$ cat src/rtl/fc_func.sv
// Activation stage of a fully-connected layer: streams the CIM output buffer through
// ReLU, requantization shift and unsigned saturation into the next layer's input buffer.
module fc_func #(
  parameter int DATA_SIZE      = 8,
  parameter int XBAR_SIZE      = 256,
  parameter int OBUF_DATA_SIZE = 2*DATA_SIZE + $clog2(XBAR_SIZE),
  parameter int NUM_CHANNELS   = 2,
  parameter int NUM_ELEMS      = 32,
  parameter int NUM_WORDS      = (NUM_ELEMS + NUM_CHANNELS - 1) / NUM_CHANNELS,
  parameter int SHIFT          = 8
) (
  input  logic                                   clk,
  input  logic                                   rst,
  input  logic                                   i_start,
  output logic                                   o_ready,
  output logic                                   o_obuf_re,
  output logic [$clog2(NUM_WORDS)-1:0]           o_obuf_addr,
  input  logic [NUM_CHANNELS*OBUF_DATA_SIZE-1:0] i_obuf_data,
  input  logic                                   i_next_ready,
  output logic                                   o_ibuf_we,
  output logic [$clog2(NUM_WORDS)-1:0]           o_ibuf_addr,
  output logic [NUM_CHANNELS*DATA_SIZE-1:0]      o_ibuf_data,
  output logic                                   o_next_start
);

  localparam int AW = $clog2(NUM_WORDS);
  localparam logic [OBUF_DATA_SIZE-1:0] ACT_MAX =
    {{(OBUF_DATA_SIZE-DATA_SIZE){1'b0}}, {DATA_SIZE{1'b1}}};

  typedef enum logic [2:0] {IDLE, WAIT, READ, DRAIN, DONE} state_t;

  state_t                            r_state;
  logic   [AW-1:0]                   r_rd_cnt;
  logic                              r_drain;
  logic                              r_vld_p1;
  logic   [AW-1:0]                   r_addr_p1;
  logic                              r_vld_p2;
  logic   [AW-1:0]                   r_addr_p2;
  logic   [NUM_CHANNELS*DATA_SIZE-1:0] r_data_p2;
  logic   [NUM_CHANNELS*DATA_SIZE-1:0] w_act;

  function automatic logic [DATA_SIZE-1:0] relu_shift_sat(
    input logic signed [OBUF_DATA_SIZE-1:0] x
  );
    logic [OBUF_DATA_SIZE-1:0] s;
    if (x[OBUF_DATA_SIZE-1]) return '0;
    s = $unsigned(x) >> SHIFT;
    if (s > ACT_MAX) return {DATA_SIZE{1'b1}};
    return s[DATA_SIZE-1:0];
  endfunction

  always_ff @(posedge clk or negedge rst) begin
    if (!rst) begin
      r_state  <= IDLE;
      r_rd_cnt <= '0;
      r_drain  <= 1'b0;
    end else begin
      case (r_state)
        IDLE: begin
          r_rd_cnt <= '0;
          if (i_start) r_state <= i_next_ready ? READ : WAIT;
        end
        WAIT: begin
          if (i_next_ready) r_state <= READ;
        end
        READ: begin
          if (r_rd_cnt == AW'(NUM_WORDS-1)) begin
            r_rd_cnt <= '0;
            r_drain  <= 1'b0;
            r_state  <= DRAIN;
          end else begin
            r_rd_cnt <= r_rd_cnt + 1'b1;
          end
        end
        DRAIN: begin
          // Two drain cycles cover the read-to-write latency of the pipeline.
          r_drain <= 1'b1;
          if (r_drain) r_state <= DONE;
        end
        DONE:    r_state <= IDLE;
        default: r_state <= IDLE;
      endcase
    end
  end

  // Stage 1: obuf data returns one cycle after the read, tag it with its address
  always_ff @(posedge clk or negedge rst) begin
    if (!rst) begin
      r_vld_p1  <= 1'b0;
      r_addr_p1 <= '0;
    end else begin
      r_vld_p1  <= (r_state == READ);
      r_addr_p1 <= (r_state == READ) ? r_rd_cnt : '0;
    end
  end

  // Lanes past NUM_ELEMS in a partial last word are forced to zero.
  always_comb begin
    w_act = '0;
    for (int k = 0; k < NUM_CHANNELS; k++) begin
      if (int'(r_addr_p1) * NUM_CHANNELS + k < NUM_ELEMS)
        w_act[k*DATA_SIZE +: DATA_SIZE] =
          relu_shift_sat(i_obuf_data[k*OBUF_DATA_SIZE +: OBUF_DATA_SIZE]);
    end
  end

  // Stage 2: registered write to the next layer's ibuf
  always_ff @(posedge clk or negedge rst) begin
    if (!rst) begin
      r_vld_p2  <= 1'b0;
      r_addr_p2 <= '0;
      r_data_p2 <= '0;
    end else begin
      r_vld_p2  <= r_vld_p1;
      r_addr_p2 <= r_vld_p1 ? r_addr_p1 : '0;
      r_data_p2 <= r_vld_p1 ? w_act : '0;
    end
  end

  assign o_ready      = (r_state == IDLE);
  assign o_obuf_re    = (r_state == READ);
  assign o_obuf_addr  = r_rd_cnt;
  assign o_ibuf_we    = r_vld_p2;
  assign o_ibuf_addr  = r_addr_p2;
  assign o_ibuf_data  = r_data_p2;
  assign o_next_start = (r_state == DONE);

endmodule

$ cat config.mk
export PLATFORM = sky130hd
export DESIGN_NAME = fc_func
export DESIGN_NICKNAME = d
export VERILOG_FILES = /design/src/rtl/fc_func.sv
export SDC_FILE = /design/constraint.sdc
export NUM_CORES = 1
export LEC_CHECK = 0
export BUFFER_PORTS_ARGS = -buffer_cell sky130_fd_sc_hd__buf_4
export CORE_MARGIN = 3
export CORE_UTILIZATION = 35
export CTS_BUF_LIST = sky130_fd_sc_hd__clkbuf_8
export DETAILED_ROUTE_END_ITERATION = 16
export PLACE_DENSITY = 0.71
export SLEW_MARGIN = 20
export SYNTH_ARGS = -nofsm -noshare
export SYNTH_HDL_FRONTEND = slang
export SYNTH_SLANG_ARGS = --single-unit
$ cat constraint.sdc
create_clock -name clk -period 3.5 [get_ports clk]
set_input_delay 0.35 -clock clk [delete_from_list [all_inputs] [get_ports clk]]
set_output_delay 0.35 -clock clk [all_outputs]
set_load 0.01 [all_outputs]
After elaboration in Yosys (flattened, before gate mapping)
Cells that the tools add are included.

cells by class
  add/subtract/negate cells = 2
  multiply operators = 0
  divide/modulo/power cells = 0
  magnitude comparators = 4
  equal/unequal tests = 9
  shift operators = 0
  multiplexer cells = 33
  bitwise operators = 0
  reductions and logical operators = 5

operators with widths
  kind                                                            count
  two-way mux 8 bit                                               10
  greater-than comparator 16 x 8 -> 1 bit, second input constant  2
  two-way mux 16 bit                                              1
  two-way mux 3 bit                                               4
  two-way mux 4 bit                                               3
  case mux 3 bit (4 select lines)                                 1
  two-way mux 1 bit                                               11
  case mux 4 bit (2 select lines)                                 1
  adder 5 x 1 -> 6 bit, second input constant                     1
  equality test 3 x 2 -> 1 bit, second input constant             2
  < comparator 5 x 6 -> 1 bit, second input constant              1
  < comparator 6 bit, second input constant                       1
  inequality test 2 bit, second input constant                    3
  adder 4 x 1 -> 4 bit, second input constant                     1
  equality test 4 bit, second input constant                      1
  AND reduction 4 bit                                             1
  nonzero test 2 bit                                              2
  equality test 3 x 1 -> 1 bit, second input constant             1
  equality test 3 bit, second input constant                      1
  logical NOT 3 bit                                               1
  two-way mux 2 bit                                               1
  inequality test 2 x 1 -> 1 bit, second input constant           1
  case mux 1 bit (2 select lines)                                 1
  AND reduction 2 bit                                             1

storage, ports and cells
  bits in registers = 34
  latch bits = 0
  bits in writable memories = 0
  ROM bits = 0
  bits of input ports = 52
  output and inout bits = 28
  word-level logic and storage cells = 61
  memories kept = 0

Logic depth before layout (Yosys ltp)
  depth after elaboration = 9
  depth in mapped cells = 4
  gate-level depth less buffers = 4

Worst setup path before layout
Ideal clock, no wire load.

  path kind = reg-to-output
  start point = register r_state[0]
  end point = output o_ready
  arrival time = 0.969 ns
  data required time = 3.150 ns
  slack = 2.181 ns
  cell stages (with the launch flop) = 4
  buffers on the path = 1
  cell sequence = dfrtp_1 > or2_1 > buf_2 > nor2_1

on the way
  longest elaborated chain between the ends = 1

RTL lines
  element                 line  text
  start, declared         32    state_t r_state;
  start signal, assigned  61    if (i_start) r_state <= i_next_ready ? READ : WAIT;
  logical NOT 3 bit       120   assign o_ready = (r_state == IDLE);
  end, declared           15    output logic o_ready,

Every way passes these cells.

Worst setup path after layout
Ends and elaborated chain as after synthesis.

==> impl_metrics.csv <==
group,metric,value,unit
run_status,status,"finished clean",
sta,hold_viol_final,0,
worst_setup_path,worst_path_largest_cell_delay,0.47,ns
logic_synthesis,synth_area_leader_cell,"dfrtp_1",
placed_design,post-place-ws,2.10,ns
worst_setup_path,startpoint_type,"flop",
worst_setup_path,end_kind,"output pin",
sta,rsz0062_at_grt,"false",
route,avgRoutedWirePerCell,12.9,microns
logic_synthesis,synth_fa_ha_area_frac,0.00957,
route,vias_per_cell,4.70,
floorplan,pin_count,80,
final_layout,area_growth,47.1,%
route,drtIter0Drc,10,
logic_synthesis,synth_top_area_frac,0.651,
pwr,power.density_cell_area,694,nW/um^2
pwr,irDropWorstVdd,354,uV
logic_synthesis,synth.top_cells.by_count,"dfrtp_1 (34), o21a_1 (16), nand2_1 (7)",
cts,cts_resized,0,
grt,grtUsageTotal,0.130,
worst_setup_path,r2r-end,"r_state[0]$_DFFE_PN0P_",
cts,cts_tree,"yes",
logic_synthesis,synth_top_family_by_area,"simple AND/OR/NAND/NOR gates",
sta,slew_violations,0,
worst_setup_path,r2r_start,"r_state[1]$_DFFE_PN0P_",
sta,fin_crit,1.70,ns
logic_synthesis,synthArstFlopShare,1.00,
sta,setup_viol,0,
floorplan,core_area,3470,sq um
grt,grt_overflow_total,0,
cts,cts_buffers,5,
sta,slew_headroom,0.667,
sta,period_share,0.486,
logic_synthesis,netlist_area,1310,sq um
cts,cts_buffer_depth,2,
logic_synthesis,synth_ff_type,"dfrtp_1",
logic_synthesis,synth_compound_area_frac,0.144,
logic_synthesis,postSynthCellCount,105,
floorplan,start_util,0.377,
worst_setup_path,crit_required,3.15,ns
cts,h-tree-depth,2,
cts,cts_hold_buf,0,
cts,cts.sinks,34,
sta,whs,0.00883,ns
logic_synthesis,syn_avg_cell_area,12.5,sq um
placed_design,portBuffers,63,
sta,worstMarginPinSlew,0.499,ns
pwr,power.leakage,0.973,nW
cts,insertion_delay,0.27,ns
logic_synthesis,synth_nets,158,
logic_synthesis,synth_seq_cells,34,
grt,grt_pass1_wl,4360,microns
worst_setup_path,reg2reg_slack,2.20,ns
grt,antenna_found_initial,0,
job,cap_violations,0,
logic_synthesis,yosys.cell_count.top_type,"dfrtp_1",
worst_setup_path,worstPathMaxFanout,8,
grt,grt_max_degree,35,
route,wl,2820,microns
logic_synthesis,synth_simple_gate_area_frac,0.151,
route,ant_nets,0,
sta,setup_tns,0,ns
cts,root_buffer,"clkbuf_8",
logic_synthesis,ys_seq_area_frac,0.651,
floorplan,die_x,67.1,microns
floorplan,dieArea,4510,sq um
logic_synthesis,synthXorXnorAreaFrac,0.00670,
worst_setup_path,path_class,"reg2out",
final_layout,layout-drive-gt1-share,0.453,
worst_setup_path,crit_chain,"or2_1 -> nor2_1 -> buf_4",
final_layout,diodes,0,
worst_setup_path,cp.arrival,1.35,ns
placed_design,gp_congestion,0.839,
route,vias,1024,
grt,grt_pass1_vias,991,
sta,skew,0.00560,ns
logic_synthesis,synth.mux.area_fraction,0.00766,
route,drc_errors,0,
sta,fin_ws,1.80,ns
logic_synthesis,synth_edf_count,0,
cts,cts.clk_slew.worst_paths,0.06,ns
worst_setup_path,crit_slowest_cell,"dfrtp_1",
sta,timing.fmax,588,MHz
floorplan,fp.dieH,67.1,microns
min_path,hp-class,"in2async",
floorplan,rows,21,
cts,cts_setup_buffers,0,
worst_setup_path,rr_worst_depth,3,
logic_synthesis,ys_types,28,
final_layout,final_nets,224,
route,dr.pass1.iters,4,
logic_synthesis,synth_warnings,0,
placed_design,dp_hpwl,2220,microns
logic_synthesis,synth_area_leaders,"dfrtp_1 (65%), o21a_1 (9.2%), nor4_1 (2.4%)",
[per-layer routing]
layer	GRT usage	routed length (microns)	up-vias
met5	0	0	-
met4	0.0456	38	0
met3	0.0472	380	6
met2	0.223	1300	55
met1	0.149	1100	470
li1	-	-	493
[worst max-delay path: cells and delay by family (launching register included)]
family / cells / cell delay [ns]
buffers and inverters: 1 / 0.13
flip-flops: 1 / 0.47
AND/OR/NAND/NOR: 2 / 0.48
[layout by cell type (no fill, tap or decap)]
cell	count
nor4_1	5
a21oi_2	1
a22o_2	1
xor2_1	1
o21ai_1	2
a21oi_1	2
bufinv_16	1
nor2_1	2
and2_2	3
dfrtp_1	34
a32o_1	1
o21ai_0	4
and2_1	4
mux2i_1	1
clkbuf_8	5
nor3_1	1
nand2_2	1
nor3b_4	1
buf_4	63
o21a_1	16
inv_1	4
nor4b_1	1
nor2b_1	2
or2_1	1
ha_1	1
nand3_1	3
clkinv_2	2
nand2_1	7
nand2b_1	2
[logic make-up after synthesis]
group | after synthesis
buf+inv | 8
compound gates | 27
xor+xnor | 1
simple gates | 33
fa+ha+maj | 1
flops | 34
mux | 1
[per-stage QoR]
stage	total power [mW]	area (sq um)	instances	utilization
3_3_place_gp	0.996	1810	210	0.523
6_report	1.33	1920	218	0.554
2_1_floorplan	0.811	1310	105	-
3_5_place_dp	1.01	1810	210	0.523
4_1_cts	1.35	1920	218	0.554
5_1_grt	1.42	1920	218	0.554
[area by class of cell]
cell class	count	area (sq um)
Fill cell	316	1550
Timing Repair Buffer	63	473
Multi-Input combinational cell	63	418
Tap cell	46	57.6
Clock buffer	5	68.8
Clock inverter	3	40.0
Sequential cell	34	851
Inverter	4	15.0
[power breakdown]
| part | switching, mW | internal (mW) |
|---|---|---|
| clock | 0.127 | 0.209 |
| sequential | 0.0834 | 0.491 |
| combinational | 0.196 | 0.227 |
[worst max-delay path by stage]
stage                 to  cells past startpoint  slack, ns              startpoint
2_1_floorplan    o_ready                      3       2.18  r_state[0]$_DFFE_PN0P_
3_3_place_gp     o_ready                      3       2.12  r_state[0]$_DFFE_PN0P_
3_5_place_dp     o_ready                      3       2.10  r_state[0]$_DFFE_PN0P_
4_1_cts          o_ready                      3       1.79  r_state[0]$_DFFE_PN0P_
5_1_grt        o_obuf_re                      2       1.69  r_state[1]$_DFFE_PN0P_
6_report         o_ready                      3       1.80  r_state[0]$_DFFE_PN0P_
[state kept, by name, indices dropped and copies added (netlist names)]
register / count
r_vld_p1: 1
o_ibuf_we: 1
o_ibuf_addr: 4
r_state: 3
o_ibuf_data: 16
o_obuf_addr: 4
r_drain: 1
r_addr_p1: 4
Note: power is estimated with default switching activity, not from simulation.
